`src/rtl/sensor_pkg.sv`:
```
// -----------------------------------------------------------------------------
// sensor_pkg
// Shared types and constants for the line-sensor input conditioner.
//   sensor_pattern_t : {left, middle, right} filtered sensor levels (1 = line)
//   PAT_LOST         : no sensor sees the line
//   PAT_CROSS        : all sensors see the line (cross track)
//   *_DEF            : default timing parameters (100 MHz system clock)
// -----------------------------------------------------------------------------
package sensor_pkg;

    typedef logic [2:0] sensor_pattern_t;

    localparam sensor_pattern_t PAT_LOST  = 3'b000;
    localparam sensor_pattern_t PAT_CROSS = 3'b111;

    // 10 us of stable input before a level is accepted
    localparam int DEBOUNCE_CYCLES_DEF = 1000;
    // 20 ms of an empty pattern before the line is declared lost
    localparam int LOST_CYCLES_DEF     = 2000000;

endpackage

```
`src/rtl/debounce_channel.sv`:
```
// -----------------------------------------------------------------------------
// debounce_channel
// One sensor input: two-flop synchronizer followed by a stability debouncer.
// The filtered level only follows the synchronized input after it has
// differed from the filtered level for DEBOUNCE_CYCLES consecutive cycles.
//
// Ports
//   clk      : system clock
//   reset    : asynchronous active-low reset
//   pin      : raw sensor input, asynchronous to clk
//   filtered : debounced level (register)
//   updated  : high in the cycle whose closing edge loads filtered with the
//              new level, so filtered ^ updated is the next filtered value
// -----------------------------------------------------------------------------
module debounce_channel
    import sensor_pkg::*;
#(
    parameter int DEBOUNCE_CYCLES = DEBOUNCE_CYCLES_DEF
) (
    input  logic clk,
    input  logic reset,
    input  logic pin,
    output logic filtered,
    output logic updated
);

    localparam int CW = $clog2(DEBOUNCE_CYCLES + 1);
    localparam logic [CW-1:0] COUNT_LAST = CW'(DEBOUNCE_CYCLES - 1);

    logic          meta;
    logic          sync;
    logic [CW-1:0] count;

    // Exposed combinationally so the top can see the next filtered pattern
    // one cycle early and register its strobes in step with the levels.
    assign updated = (sync != filtered) && (count == COUNT_LAST);

    always_ff @(posedge clk or negedge reset) begin
        if (!reset) begin
            meta     <= 1'b0;
            sync     <= 1'b0;
            filtered <= 1'b0;
            count    <= '0;
        end else begin
            meta <= pin;
            sync <= meta;
            if (sync == filtered) begin
                // any agreement restarts the stability window
                count <= '0;
            end else if (updated) begin
                filtered <= sync;
                count    <= '0;
            end else begin
                count <= count + 1'b1;
            end
        end
    end

endmodule

```
`src/rtl/sensor_conditioner.sv`:
```
// -----------------------------------------------------------------------------
// sensor_conditioner
// Input buffer between the three line-sensor pins and the controller.
// Each pin is synchronized and debounced; this level derives the pattern,
// the pattern-change and crossing strobes, and the line-lost flag.
//
// Ports
//   clk            : system clock, all state on rising edge
//   reset          : asynchronous active-low reset
//   sensor_l_in    : raw left sensor (asynchronous)
//   sensor_m_in    : raw middle sensor (asynchronous)
//   sensor_r_in    : raw right sensor (asynchronous)
//   sensor_l/m/r   : filtered levels (1 = line under sensor)
//   pattern        : {sensor_l, sensor_m, sensor_r}
//   pattern_change : one-cycle strobe in the first cycle of a new pattern
//   crossing       : one-cycle strobe in the first cycle of pattern 111
//   line_lost      : pattern has been 000 for at least LOST_CYCLES cycles
// -----------------------------------------------------------------------------
module sensor_conditioner
    import sensor_pkg::*;
#(
    parameter int DEBOUNCE_CYCLES = DEBOUNCE_CYCLES_DEF,
    parameter int LOST_CYCLES     = LOST_CYCLES_DEF
) (
    input  logic            clk,
    input  logic            reset,
    input  logic            sensor_l_in,
    input  logic            sensor_m_in,
    input  logic            sensor_r_in,
    output logic            sensor_l,
    output logic            sensor_m,
    output logic            sensor_r,
    output sensor_pattern_t pattern,
    output logic            pattern_change,
    output logic            crossing,
    output logic            line_lost
);

    localparam int LW = $clog2(LOST_CYCLES + 1);
    localparam logic [LW-1:0] LOST_MAX = LW'(LOST_CYCLES);
    localparam logic [LW-1:0] LOST_PRE = LW'(LOST_CYCLES - 1);

    logic            upd_l;
    logic            upd_m;
    logic            upd_r;
    sensor_pattern_t pattern_next;
    logic [LW-1:0]   lost_cnt;

    debounce_channel #(
        .DEBOUNCE_CYCLES(DEBOUNCE_CYCLES)
    ) u_chan_l (
        .clk      (clk),
        .reset    (reset),
        .pin      (sensor_l_in),
        .filtered (sensor_l),
        .updated  (upd_l)
    );

    debounce_channel #(
        .DEBOUNCE_CYCLES(DEBOUNCE_CYCLES)
    ) u_chan_m (
        .clk      (clk),
        .reset    (reset),
        .pin      (sensor_m_in),
        .filtered (sensor_m),
        .updated  (upd_m)
    );

    debounce_channel #(
        .DEBOUNCE_CYCLES(DEBOUNCE_CYCLES)
    ) u_chan_r (
        .clk      (clk),
        .reset    (reset),
        .pin      (sensor_r_in),
        .filtered (sensor_r),
        .updated  (upd_r)
    );

    assign pattern = {sensor_l, sensor_m, sensor_r};

    // Pattern that will be on the outputs after the coming edge. Deciding
    // strobes and line_lost from it lets them change on the same edge as
    // the filtered levels, with no extra latency.
    assign pattern_next = pattern ^ {upd_l, upd_m, upd_r};

    always_ff @(posedge clk or negedge reset) begin
        if (!reset) begin
            pattern_change <= 1'b0;
            crossing       <= 1'b0;
            line_lost      <= 1'b0;
            lost_cnt       <= '0;
        end else begin
            // simultaneous channel updates collapse into a single strobe
            pattern_change <= (pattern_next != pattern);
            crossing       <= (pattern_next == PAT_CROSS) && (pattern != PAT_CROSS);

            if (pattern_next != PAT_LOST) begin
                lost_cnt  <= '0;
                line_lost <= 1'b0;
            end else if (pattern == PAT_LOST) begin
                if (lost_cnt != LOST_MAX) begin
                    lost_cnt <= lost_cnt + 1'b1;
                end
                if (lost_cnt >= LOST_PRE) begin
                    line_lost <= 1'b1;
                end
            end
        end
    end

endmodule

```
`config.mk`:
```
export PLATFORM = sky130hd
export DESIGN_NAME = sensor_conditioner
export DESIGN_NICKNAME = d
export VERILOG_FILES = /design/src/rtl/sensor_pkg.sv /design/src/rtl/debounce_channel.sv /design/src/rtl/sensor_conditioner.sv
export SDC_FILE = /design/constraint.sdc
export NUM_CORES = 1
export LEC_CHECK = 0
export BUFFER_PORTS_ARGS = -buffer_cell sky130_fd_sc_hd__buf_4
export CORE_MARGIN = 2
export CORE_UTILIZATION = 40
export DETAILED_ROUTE_END_ITERATION = 10
export GPL_TIMING_DRIVEN = 0
export PLACE_DENSITY_LB_ADDON = 0.2
export SYNTH_ARGS = -nofsm -noshare
export SYNTH_HDL_FRONTEND = slang
export SYNTH_SLANG_ARGS = --single-unit
```
`constraint.sdc`:
```
create_clock -name clk -period 5.3 [get_ports clk]
set_clock_uncertainty 0.05 [all_clocks]
set_input_delay 1.325 -clock clk [delete_from_list [all_inputs] [get_ports clk]]
set_output_delay 1.325 -clock clk [all_outputs]
set_load 0.005 [all_outputs]
```
-- After elaboration in Yosys (flattened, before gate mapping)
Index checks and enable logic that the tools add are counted.
- add/sub/neg operators: 4
- $lt $le $gt $ge: 1
- equality and inequality tests: 13
- mux-type cells: 12
- bitwise logic cells: 4
- reductions and logical operators: 14
- operators by type and width (cell ; number):
    two-way mux 21 bit ; 3
    two-way mux 10 bit ; 6
    adder 10 x 1 -> 10 bit (second input constant) ; 3
    == test 10 bit (second input constant) ; 3
    adder 21 x 1 -> 21 bit (second input constant) ; 1
    greater-or-equal comparator 21 bit (second input constant) ; 1
    inequality test 21 bit (second input constant) ; 1
    AND reduction 2 bit ; 5
    nonzero test 2 bit ; 3
    logical AND 1 bit ; 4
    == test 1 bit ; 3
    == test 3 bit (second input constant) ; 1
    zero test 3 bit ; 1
    two-way mux 1 bit ; 3
    inequality test 1 bit ; 3
    inequality test 3 bit ; 1
    inequality test 3 bit (second input constant) ; 1
    inverter 1 bit ; 3
    nonzero test 3 bit ; 1
    XOR 3 bit ; 1
- register bits after elaboration: 63
- input port bits: 5
- output and inout port bits: 9

-- Logic depth before layout (Yosys ltp)
Gate-level depths: netlist of the first run.
- depth after elaboration: 6
- depth in mapped cells: 7
- depth with buffers taken out: 7

-- Hierarchy
A second synthesis of the first run with hierarchy kept.
- cells, all modules: 313
- area, all modules: 3139.3 µm²
- modules (own cells, without submodules) (module ; times used ; cells an instance ; area an instance (µm²)):
    debounce_channel ; 3 ; 56 ; 589.3
    sensor_conditioner ; 1 ; 145 ; 1371.3

-- Worst setup path after synthesis of the first run
OpenSTA, ideal clock, no wires.
- path kind: register to register
- from: reg lost_cnt[14]
- to: reg lost_cnt[2]
- setup time: 0.122 ns
- arrival time: 1.884 ns
- slack: 3.243 ns
- stages on the path, launching flop included: 6
- path buffers: 0
- path through: dfrtp_1 > or4_4 > or4_4 > o21ai_4 > mux2i_1 > nor4_2
- word-level cells in the longest chain between the ends: 3
- RTL lines (element ; RTL line ; RTL):
    start, declared ; sensor_conditioner.sv:47 ; logic [LW-1:0] lost_cnt;
    start signal, assigned ; sensor_conditioner.sv:102 ; lost_cnt <= lost_cnt + 1'b1;
    inequality test 21 bit ; sensor_conditioner.sv:101 ; if (lost_cnt != LOST_MAX) begin
    nonzero test 2 bit (no source line) ; -- ;
    AND reduction 2 bit (no source line) ; -- ;
No other way between the ends.
A chain may end at the register's enable or synchronous reset.

-- Final worst setup path of the first run
- from: reg u_chan_m.filtered
- to: out pattern[1]
- RTL lines (element ; RTL line ; RTL):
    start, declared ; debounce_channel.sv:23 ; output logic filtered,
    start signal, assigned ; debounce_channel.sv:51 ; filtered <= sync;
    end, declared ; sensor_conditioner.sv:33 ; output sensor_pattern_t pattern,
No word-level cell between the ends.

==> reports/results.env, run 1 <==
CTS.CLK_SLEW.WORST_PATHS_NS=0.07
FINALWEIGHTEDCONGESTION=0.783
DIEWIDTH_UM=90.5
MAXCLOCKFREQUENCY_MHz=404
PATH_DELAY_FAMILY='flip-flops'
DRTANTENNAVIOLNETS=0
DIE_AREA_SQ_UM=8180
SYNTH-SIMPLE-AREA-SHARE_PCT=25.1
SETUP_VIOLATORS_FINAL=0
CLK_ROOT_BUFFER_CELL='sky130_fd_sc_hd__clkbuf_8'
WORSTMARGINPINSLEW_NS=0.797
CP_SLOWEST_STAGE_DELAY_NS=0.48
MOST-COMMON-LAYOUT-CELLS='sky130_fd_sc_hd__dfrtp_1 (63), sky130_fd_sc_hd__nor2_1 (44), sky130_fd_sc_hd__nand3_1 (25), sky130_fd_sc_hd__xor2_1 (22), sky130_fd_sc_hd__buf_4 (16)'
REG2REG_SETUP_SLACK_NS=3.00
TRITONCTS='yes'
MAXCAPVIOLCOUNT=0
PLACED_CELLS_INCL_TAPS=408
GRT_OVERFLOW_TOTAL=0
ROUTE.VIAS.TOTAL=2141
CP_SLOWEST_CELL='sky130_fd_sc_hd__dfrtp_1'
FINAL_HOLD_VIOL_COUNT=0
FINISH.NET_COUNT=330
SYNTH_MUX_AREA_SHARE_PCT=1.34
YOSYS.AREA_SHARE.ADDER_PCT=2.09
MAPPEDNETLISTAREA_SQ_UM=2990
PLACEABLECOREAREA_SQ_UM=7250
SYN_AVG_CELL_AREA_SQ_UM=10.1
SYNTH_SEQUENTIAL_AREA_RATIO_PCT=52.7
LARGEST_FAMILY_OF_LOGIC_CELLS_BY_SYNTHESIZED_AREA='simple AND/OR/NAND/NOR gates'
CLOCK_BUFFER_COUNT_FROM_CTS=9
GRT_PASS1_WL_MM=10.1
CRITICAL-PATH-TOP-CELL-BY-COUNT='sky130_fd_sc_hd__buf_4'
NETLIST.TOP_CELL.BY_AREA='sky130_fd_sc_hd__dfrtp_1'
POWER_LEAKAGE_nW=1.52
HOLD_BUFS_INSERTED_AFTER_CTS=0
WORSTPATHBUFFERINVERTERCOUNT=2
SYN-INSTANCE-COUNT=296
ENDPOINT_KIND='primary output'
CLOCK_TREE.BUFFER_DEPTH=2
POST-ROUTE-PERIOD-UTIL_PCT=46.7
GROUTE.USAGE.OVERALL_PCT=15.2
FINALCOREUTILIZATION_PCT=46.7
CRIT_PATH_CELL_TRACE='buf_4 -> buf_4'
STARTPOINT_OF_THE_MOST_CRITICAL_HOLD_PATH='u_chan_r.meta'
HOLD_PATH_DEPTH=0
FRACTION_OF_SYNTHESIZED_CELL_AREA_TAKEN_BY_THE_TOP_AREA_CELL_TYPE_PCT=52.7
ANTENNA_FOUND_INITIAL=0
MIN_PERIOD_NS=2.47
DIODES=0
FINAL-MAX-SLEW-VIOLATION-COUNT=0
WORST_R2R_STARTPOINT='u_chan_m.filtered'
DRC=0
IOPINCOUNT=14
TIMING.SETUP.TNS_NS=0
POSTCTSSETUPREPAIRBUFS=0
HOLD_END='u_chan_r.sync'
MAXSLEWHEADROOM_PCT=46.9
CLOCK_LATENCY_NS=0.33
SYNTH.LIB_CELLS_USED.DISTINCT=37
CRITICAL_PATH.REG2REG.ENDPOINT='lost_cnt[13]'
SETUP_REPAIR_AFTER_GLOBAL_ROUTING_MISSED_ITS_MARGIN='false'
INITIAL_CORE_UTIL_PCT=41.2
GRT_START_MAX_NET_PINS=64
AREAGROWTHSYNTHTOFINISH_PCT=13.3
DRIVE_GT1_SHARE_PCT=13.2
CRITICAL_SETUP_PATH_KIND='reg -> out'
WORST_EP_ARRIVAL_TIME_NS=1.10
FIRST_GLOBAL_VIAS=2200
CRITICAL_PATH_REQUIRED_NS=3.92
POST-DP-HPWL_MM=3.73
DRT-WIRELENGTH-PER-CELL_UM=12.9
POSTCTSRESIZEDCELLS=0
DRT_PASS1_ITERATIONS=4
YS_WARN_COUNT=0
SYNTHXORXNORAREAFRAC_PCT=10.3
DIE-HEIGHT_UM=90.5
FILLERS=702
SYNTH_NETS=306
HOLD_PATH_CLASS='reg -> reg'
CTS.SINKS=63
DETAIL_ROUTE.VIAS_PER_CELL=5.05
POSTSYNTHREGISTERBITS=63
FINAL_COMMON_CELL='sky130_fd_sc_hd__dfrtp_1'
SYNTHTOPCELLSBYAREA='sky130_fd_sc_hd__dfrtp_1 (53%), sky130_fd_sc_hd__xor2_1 (6.4%), sky130_fd_sc_hd__nor2_1 (5.5%), sky130_fd_sc_hd__nand3_1 (4.2%), sky130_fd_sc_hd__xnor2_1 (3.8%)'
OUTCOME='completed'
WORST_IR_DROP_VDD_mV=0.113
WORSTREGTOREGCELLS=6
IO_BUFFERS=13
TIMING.CRITICAL_PATH.FROM_TYPE='flip-flop'
DETAILEDROUTE.FIRSTITERATIONVIOLATIONS=114
SYNTH_COMPOUND_AREA_SHARE_PCT=5.98
TIMING.CRITICAL_PATH.FANOUT_MAX=8
NUMBER_OF_ROWS_IN_THE_CORE_AREA=31
FINALNONFILLERCELLS=424
H-TREE-DEPTH=3
POWER_DENSITY_OVER_THE_CELLS_nW_PER_UM2=264
FINALWIRELENGTH_MM=5.47
## synth_stat cells
cell type and instances:
sky130_fd_sc_hd__nand2b_1 3, sky130_fd_sc_hd__and3_1 9, sky130_fd_sc_hd__nor2_1 44, sky130_fd_sc_hd__ha_1 5
sky130_fd_sc_hd__clkbuf_1 3, sky130_fd_sc_hd__nor3_2 1, sky130_fd_sc_hd__dfrtp_1 63, sky130_fd_sc_hd__nor3b_1 1
sky130_fd_sc_hd__nand4_1 10, sky130_fd_sc_hd__or3_2 2, sky130_fd_sc_hd__buf_4 3, sky130_fd_sc_hd__nor4_2 1
sky130_fd_sc_hd__xnor2_1 13, sky130_fd_sc_hd__or4_2 1, sky130_fd_sc_hd__a41o_1 1, sky130_fd_sc_hd__o21ai_0 12
sky130_fd_sc_hd__o211ai_1 1, sky130_fd_sc_hd__nand4bb_1 1, sky130_fd_sc_hd__and2_1 2, sky130_fd_sc_hd__inv_1 8
sky130_fd_sc_hd__or4b_1 1, sky130_fd_sc_hd__a21oi_1 14, sky130_fd_sc_hd__nor3_1 7, sky130_fd_sc_hd__o31ai_1 1
sky130_fd_sc_hd__o21ai_4 1, sky130_fd_sc_hd__or3_1 10, sky130_fd_sc_hd__a21boi_0 1, sky130_fd_sc_hd__xor2_1 22
sky130_fd_sc_hd__or2_2 2, sky130_fd_sc_hd__nor4bb_1 1, sky130_fd_sc_hd__nor4_1 3, sky130_fd_sc_hd__nand3_1 25
sky130_fd_sc_hd__nand4b_1 3, sky130_fd_sc_hd__or4_4 2, sky130_fd_sc_hd__buf_2 2, sky130_fd_sc_hd__mux2i_1 4
sky130_fd_sc_hd__nand2_1 13
## sequential cells by signal, summed over array words and instances (netlist names), 10 cells and up
signal	flops
u_chan_m.count	10
u_chan_r.count	10
u_chan_l.count	10
lost_cnt	21
## worst register-to-register path, stage by stage (launching register included)
cell	delay [ns]
sky130_fd_sc_hd__dfrtp_1	0.48
sky130_fd_sc_hd__or3_1	0.40
sky130_fd_sc_hd__clkbuf_1	0.21
sky130_fd_sc_hd__nor4_1	0.67
sky130_fd_sc_hd__nand3_1	0.17
sky130_fd_sc_hd__xor2_1	0.16
sky130_fd_sc_hd__nor2_1	0.05
## cell families (layout without fill, tap and decap cells)
group / after synthesis / after routing
flip-flops: 63 / 63
buffers and inverters: 16 / 45
XOR/XNOR: 35 / 35
adder cells (fa/ha/maj): 5 / 5
AO/OA/AOI/OAI: 31 / 31
AND/OR/NAND/NOR: 142 / 142
multiplexers: 4 / 4
## power breakdown
group,internal [mW],switching [mW],total [mW]
registers,0.489,0.00622,0.495
logic,0.00922,0.0185,0.0277
clock network,0.192,0.178,0.370
## metrics by stage
step	total power, mW	setup slack, ns	hold WS, ns	area (sq um)
2_1_floorplan	0.516	3.24	0.281	2990
4_1_cts	0.906	2.81	0.297	3390
3_3_place_gp	0.532	3.01	0.283	3210
5_1_grt	0.935	2.76	0.305	3390
3_5_place_dp	0.533	2.99	0.285	3210
6_report	0.893	2.83	0.297	3390
## per-layer routing
metal / vias to the layer above / share of wire (%) / wire (um) / global-route usage [%]
met3: 7 / 2.9 / 160 / 4.01
met4: 0 / 1.4 / 77 / 5.38
li1: 1082 / - / - / -
met2: 25 / 47 / 2550 / 23.6
met5: - / 0 / 0 / 0
met1: 1027 / 49 / 2690 / 20.5
## how the worst max path moves through the flow
| stage | startpoint | end | slack [ns] | cells past startpoint |
|---|---|---|---|---|
| 2_1_floorplan | lost_cnt[14] | lost_cnt[2] | 3.24 | 5 |
| 3_3_place_gp | u_chan_m.filtered | lost_cnt[13] | 3.01 | 6 |
| 3_5_place_dp | u_chan_m.filtered | lost_cnt[9] | 2.99 | 6 |
| 4_1_cts | u_chan_m.filtered | pattern[1] | 2.81 | 2 |
| 5_1_grt | u_chan_m.filtered | lost_cnt[13] | 2.76 | 6 |
| 6_report | u_chan_m.filtered | pattern[1] | 2.83 | 2 |
## layout make-up
| cell class | instances | area, sq um | area share [%] |
|---|---|---|---|
| timing repair buffer | 13 | 97.6 | 2.88 |
| sequential | 63 | 1580 | 46.5 |
| buffer | 8 | 43.8 | 1.29 |
| multi-input combinational | 217 | 1340 | 39.6 |
| clock inverter | 4 | 20.0 | 0.591 |
| clock buffer | 12 | 155 | 4.58 |
| tap | 99 | 124 | 3.66 |
| inverter | 8 | 30.0 | 0.887 |
Power figures use the tool's default switching activity.
==> run 2: changes to the inputs <==
==> constraint.sdc (replaced) <==
create_clock -name clk -period 2.1 [get_ports clk]
set_clock_uncertainty 0.05 [all_clocks]
set_input_delay 0.525 -clock clk [delete_from_list [all_inputs] [get_ports clk]]
set_output_delay 0.525 -clock clk [all_outputs]
set_load 0.005 [all_outputs]
==> reports/results.env, run 2 (same netlist as run 1, synthesis figures left out) <==
ANTENNA_FOUND_INITIAL=0
OUTCOME='finished, violations left'
POWER.SHARE.SWITCHING_PCT=22.9
FINALWIRELENGTH_MM=5.94
ROUTE.VIAS.TOTAL=2222
WORSTMARGINPINSLEW_NS=0.799
GROUTE.USAGE.OVERALL_PCT=15.4
CP_SLOWEST_STAGE_DELAY_NS=0.55
CLOCK_TREE.BUFFER_DEPTH=2
FINAL_COMMON_CELL='sky130_fd_sc_hd__dfrtp_1'
HOLD_PATH_CLASS='in -> async'
DRC=0
SETUP_VIOLATORS_FINAL=4
CRITICAL_SETUP_PATH_KIND='reg -> reg'
POWER_LEAKAGE_nW=1.64
WORST_IR_DROP_VDD_mV=0.286
POST-DP-HPWL_MM=3.73
DETAIL_ROUTE.VIAS_PER_CELL=5.03
FAILED_CHECKS='negative setup slack'
DIODES=0
H-TREE-DEPTH=3
CTS.CLK_SLEW.WORST_PATHS_NS=0.07
FINAL-MAX-SLEW-VIOLATION-COUNT=0
DRIVE_GT1_SHARE_PCT=24.2
TIMING.SETUP.TNS_NS=-0.0781
TIMING.CRITICAL_PATH.FROM_TYPE='flip-flop'
PLACEABLECOREAREA_SQ_UM=7250
DRT_PASS1_ITERATIONS=4
IOPINCOUNT=14
CLK_ROOT_BUFFER_CELL='sky130_fd_sc_hd__clkbuf_8'
REG2REG_SETUP_SLACK_NS=-0.04
CLOCK_LATENCY_NS=0.33
DIE_AREA_SQ_UM=8180
ENDPOINT_KIND='flip-flop'
POWER_DENSITY_OVER_THE_CELLS_nW_PER_UM2=617
CRITICAL_PATH_REQUIRED_NS=2.27
LARGEST_REG_FLOPS=21
WORST_HOLD_SLACK_NS=0.215
CRITICAL-PATH-TOP-CELL-BY-COUNT='sky130_fd_sc_hd__or4_4'
GRT_PASS1_WL_MM=10.2
REG_WITH_MOST_FFS='lost_cnt'
PATH_DELAY_FAMILY='simple AND/OR/NAND/NOR gates'
GRT_OVERFLOW_TOTAL=0
TRITONCTS='yes'
WORST_EP_ARRIVAL_TIME_NS=2.30
FINAL_HOLD_VIOL_COUNT=0
FILLERS=681
AREAGROWTHSYNTHTOFINISH_PCT=23.1
INITIAL_CORE_UTIL_PCT=41.2
CLOCK_BUFFER_COUNT_FROM_CTS=9
CRIT_PATH_CELL_TRACE='or4_4 -> or4_4 -> o21ai_4 -> mux2i_1 -> nor4_2'
POWER.TOTAL_mW=2.27
MIN_PERIOD_NS=2.14
MAXCAPVIOLCOUNT=0
POST-ROUTE-PERIOD-UTIL_PCT=102
TIMING.CRITICAL_PATH.FANOUT_MAX=8
INTERNAL_POWER_mW=1.75
CP_SLOWEST_CELL='sky130_fd_sc_hd__or4_4'
MAXCLOCKFREQUENCY_MHz=468
GRT_START_MAX_NET_PINS=64
PWR-SHARE-CLK_PCT=41.2
SETUP_REPAIR_AFTER_GLOBAL_ROUTING_MISSED_ITS_MARGIN='true'
DETAILEDROUTE.FIRSTITERATIONVIOLATIONS=152
CTS.SINKS=63
DRT-WIRELENGTH-PER-CELL_UM=13.4
DRTANTENNAVIOLNETS=0
COMBPWRFRAC_PCT=3.6
DIE-HEIGHT_UM=90.5
NUMBER_OF_ROWS_IN_THE_CORE_AREA=31
SEQPWRFRAC_PCT=55.2
FINALWEIGHTEDCONGESTION=0.783
FINISH.NET_COUNT=348
DIEWIDTH_UM=90.5
WORSTPATHBUFFERINVERTERCOUNT=0
IO_BUFFERS=13
NETSWITCHINGPOWER_uW=522
WORST_SLACK_NS=-0.0370
FIRST_GLOBAL_VIAS=2215
MOST-COMMON-LAYOUT-CELLS='sky130_fd_sc_hd__dfrtp_1 (60), sky130_fd_sc_hd__nor2_1 (40), sky130_fd_sc_hd__buf_4 (31), sky130_fd_sc_hd__nand3_1 (25), sky130_fd_sc_hd__xor2_1 (21)'
MAXSLEWHEADROOM_PCT=46.8
run 2: through the flow:
stage	cells	setup slack [ns]	utilization [%]	area, sq um
after floorplan	296	0.0432	-	2990
final	442	-0.0370	50.8	3680
after global placement	408	-0.188	44.3	3210
after detailed placement	408	-0.209	44.3	3210
after CTS	428	-0.0736	48.1	3490
after global routing	442	-0.106	50.8	3680
run 2: worst paths after layout:
| path | startpoint | endpoint | cells after the start |
|---|---|---|---|
| max in group asynchronous | reset | lost_cnt[14] | 1 |
| min reg2reg | u_chan_r.meta | u_chan_r.sync | 0 |
| min | reset | u_chan_r.count[9] | 1 |
| max | lost_cnt[14] | lost_cnt[2] | 5 |
| max reg2reg | lost_cnt[14] | lost_cnt[2] | 5 |
| min in group clk | sensor_l_in | u_chan_l.meta | 1 |
run 2: power groups by stage:
stage               Clock (mW)  Combinational [mW]  Sequential [mW]
floorplan                    0              0.0350             1.27
global placement             0              0.0717             1.27
detailed placement           0              0.0730             1.27
CTS                      0.965              0.0757             1.25
global route              1.02              0.0966             1.26
finish                   0.937              0.0824             1.25
run 2: per-layer routing:
metal,GRT usage [%],up-vias,wire length [um]
met2,23.9,21,2840
li1,-,1113,-
met5,0,-,0
met4,5.38,0,53
met1,20.8,1083,2900
met3,4.01,5,154
run 2: final cells by class:
cell class | count | area, sq um | area share (%)
tap | 99 | 124 | 3.36
multi-input combinational | 217 | 1480 | 40.1
timing repair buffer | 32 | 243 | 6.59
sequential | 63 | 1580 | 42.9
clock buffer | 12 | 155 | 4.21
inverter | 8 | 30.0 | 0.815
buffer | 7 | 52.6 | 1.43
clock inverter | 4 | 20.0 | 0.544
run 2: what timing repair did:
item	in CTS	in global routing
setup endpoints to repair	22	22
gates cloned	0	2
hold buffers	0	0
endpoints found under the hold margin	0	0
pin swaps	3	7
gates resized for setup	17	19
setup buffers	4	13
==> run 3: changes to the inputs <==
--- a/config.mk
+++ b/config.mk
@@ -5,7 +5,8 @@
 export SDC_FILE = /design/constraint.sdc
 export NUM_CORES = 1
 export LEC_CHECK = 0
-export BUFFER_PORTS_ARGS = -buffer_cell sky130_fd_sc_hd__buf_4
+export BUFFER_PORTS_ARGS = -buffer_cell sky130_fd_sc_hd__clkbuf_2
+export CAP_MARGIN = 20
 export CORE_MARGIN = 2
 export CORE_UTILIZATION = 40
 export DETAILED_ROUTE_END_ITERATION = 10
==> reports/results.env, run 3 (same netlist as run 1, synthesis figures left out) <==
GRT_OVERFLOW_TOTAL=0
CLOCK_BUFFER_COUNT_FROM_CTS=9
TIMING.CRITICAL_PATH.FANOUT_MAX=3
DRT_PASS1_ITERATIONS=4
ANTENNA_FOUND_INITIAL=0
LARGEST_REG_FLOPS=21
MAXCLOCKFREQUENCY_MHz=463
WORST_SLACK_NS=-0.0579
DIEWIDTH_UM=90.5
MAXCAPVIOLCOUNT=0
FINALWEIGHTEDCONGESTION=0.778
CLOCK_LATENCY_NS=0.34
CTS.CLK_SLEW.WORST_PATHS_NS=0.07
STARTPOINT_OF_THE_MOST_CRITICAL_HOLD_PATH='sensor_m_in'
GRT_PASS1_WL_MM=10.3
WORST_R2R_STARTPOINT='lost_cnt[14]'
DIE_AREA_SQ_UM=8180
GRT_START_MAX_NET_PINS=64
POWER_DENSITY_OVER_THE_CELLS_nW_PER_UM2=604
CLOCK_TREE.BUFFER_DEPTH=2
FAILED_CHECKS='negative setup slack'
CLK_ROOT_BUFFER_CELL='sky130_fd_sc_hd__clkbuf_8'
WORST_EP_ARRIVAL_TIME_NS=2.33
POST-ROUTE-PERIOD-UTIL_PCT=103
HOLD_BUFS_INSERTED_AFTER_CTS=0
NUMBER_OF_ROWS_IN_THE_CORE_AREA=31
MOST-COMMON-LAYOUT-CELLS='sky130_fd_sc_hd__dfrtp_1 (60), sky130_fd_sc_hd__nor2_1 (39), sky130_fd_sc_hd__nand3_1 (25), sky130_fd_sc_hd__xor2_1 (21), sky130_fd_sc_hd__buf_4 (18)'
WORST_HOLD_SLACK_NS=0.242
ROUTE.VIAS.TOTAL=2231
DETAILEDROUTE.FIRSTITERATIONVIOLATIONS=100
POWER.TOTAL_mW=2.21
IOPINCOUNT=14
CRITICAL_SETUP_PATH_KIND='reg -> reg'
FINALNONFILLERCELLS=439
ENDPOINT_KIND='flip-flop'
MIN_PERIOD_NS=2.16
DRIVE_GT1_SHARE_PCT=24.1
DRC=0
REG2REG_SETUP_SLACK_NS=-0.06
DRT-WIRELENGTH-PER-CELL_UM=13.9
MAXSLEWHEADROOM_PCT=42.4
WORSTMARGINPINSLEW_NS=0.865
WORST_IR_DROP_VDD_mV=0.263
OUTCOME='finished, violations left'
AREAGROWTHSYNTHTOFINISH_PCT=22.1
H-TREE-DEPTH=3
PLACED_CELLS_INCL_TAPS=408
FINAL_COMMON_CELL='sky130_fd_sc_hd__dfrtp_1'
DIE-HEIGHT_UM=90.5
FINAL_HOLD_VIOL_COUNT=0
GROUTE.USAGE.OVERALL_PCT=15.8
HOLD_PATH_DEPTH=1
FILLERS=708
WORSTREGTOREGCELLS=6
DRTANTENNAVIOLNETS=0
TRITONCTS='yes'
SETUP_REPAIR_AFTER_GLOBAL_ROUTING_MISSED_ITS_MARGIN='true'
SETUP_VIOLATORS_FINAL=4
CTS.SINKS=63
POWER_LEAKAGE_nW=1.62
CRITICAL_PATH.REG2REG.ENDPOINT='lost_cnt[2]'
FINISH.NET_COUNT=348
FINAL-MAX-SLEW-VIOLATION-COUNT=0
HOLD_END='u_chan_m.meta'
POST-DP-HPWL_MM=3.77
PLACEABLECOREAREA_SQ_UM=7250
TIMING.CRITICAL_PATH.FROM_TYPE='flip-flop'
IO_BUFFERS=13
FIRST_GLOBAL_VIAS=2135
INITIAL_CORE_UTIL_PCT=41.2
DIODES=0
DETAIL_ROUTE.VIAS_PER_CELL=5.08
CRITICAL_PATH_REQUIRED_NS=2.27
HOLD_PATH_CLASS='in -> reg'
FINALCOREUTILIZATION_PCT=50.3
REG_WITH_MOST_FFS='lost_cnt'
FINALWIRELENGTH_MM=6.10
-- run 3: cell count changes in the layout (fill, tap and decap cells not counted), moves of 2 or more --
| cell | delta |
|---|---|
| sky130_fd_sc_hd__buf_4 | -13 |
| sky130_fd_sc_hd__clkbuf_2 | +12 |
| sky130_fd_sc_hd__buf_2 | -2 |
| sky130_fd_sc_hd__buf_6 | +2 |
| sky130_fd_sc_hd__clkinv_2 | -2 |
| sky130_fd_sc_hd__nor2_4 | +2 |
-- run 3: final cells by class --
cell class / count / area (sq um) / area share, %
Inverter: 8 / 30.0 / 0.822
Multi-Input combinational cell: 217 / 1490 / 40.7
Clock inverter: 2 / 10.0 / 0.274
Buffer: 7 / 52.6 / 1.44
Timing Repair Buffer: 32 / 225 / 6.17
Sequential cell: 63 / 1580 / 43.3
Tap cell: 99 / 124 / 3.39
Clock buffer: 11 / 141 / 3.87
-- run 3: worst max path at each step --
stage | startpoint | to | slack [ns] | cells after the start
after floorplan | lost_cnt[14] | lost_cnt[2] | 0.04 | 5
after global placement | u_chan_m.filtered | lost_cnt[13] | -0.19 | 6
after detailed placement | u_chan_m.filtered | lost_cnt[6] | -0.21 | 6
after CTS | lost_cnt[14] | lost_cnt[1] | -0.03 | 6
after global routing | lost_cnt[14] | lost_cnt[2] | -0.12 | 6
final | lost_cnt[14] | lost_cnt[2] | -0.06 | 6
-- run 3: what timing repair did --
action | 4_1_cts | 5_1_grt
gates resized for setup | 14 | 31
pin swaps | 2 | 4
cloned | 0 | 2
setup buffers | 5 | 12
endpoints found under the setup margin | 22 | 22
-- run 3: per-layer routing --
metal	track usage (%)	routed length, um	vias to the layer above
met5	0	0	-
met4	7.69	123	0
met3	3.09	131	11
met2	23.7	2860	30
met1	21.8	2980	1074
li1	-	-	1116
-- run 3: power by group --
| part | leakage, nW | total (mW) | switching [mW] | internal, mW |
|---|---|---|---|---|
| Combinational | 0.696 | 0.0750 | 0.0480 | 0.0271 |
| Sequential | 0.840 | 1.25 | 0.0187 | 1.23 |
| Clock | 0.0809 | 0.879 | 0.442 | 0.437 |
-- run 3: worst max-delay path, stage by stage (launching register included) --
cell and delay (ns):
sky130_fd_sc_hd__dfrtp_2 0.42, sky130_fd_sc_hd__or4_4 0.54, sky130_fd_sc_hd__or4_4 0.44, sky130_fd_sc_hd__o21ai_4 0.21
sky130_fd_sc_hd__buf_6 0.13, sky130_fd_sc_hd__mux2i_1 0.20, sky130_fd_sc_hd__nor4_2 0.05
-- run 3: metrics by stage --
step / setup TNS (ns) / setup slack (ns) / cell area [sq um]
after CTS: -0.0702 / -0.0281 / 3430
after floorplan: 0 / 0.0432 / 2990
final: -0.121 / -0.0579 / 3650
after detailed placement: -3.95 / -0.205 / 3180
after global placement: -3.29 / -0.189 / 3180
after global routing: -0.541 / -0.119 / 3650
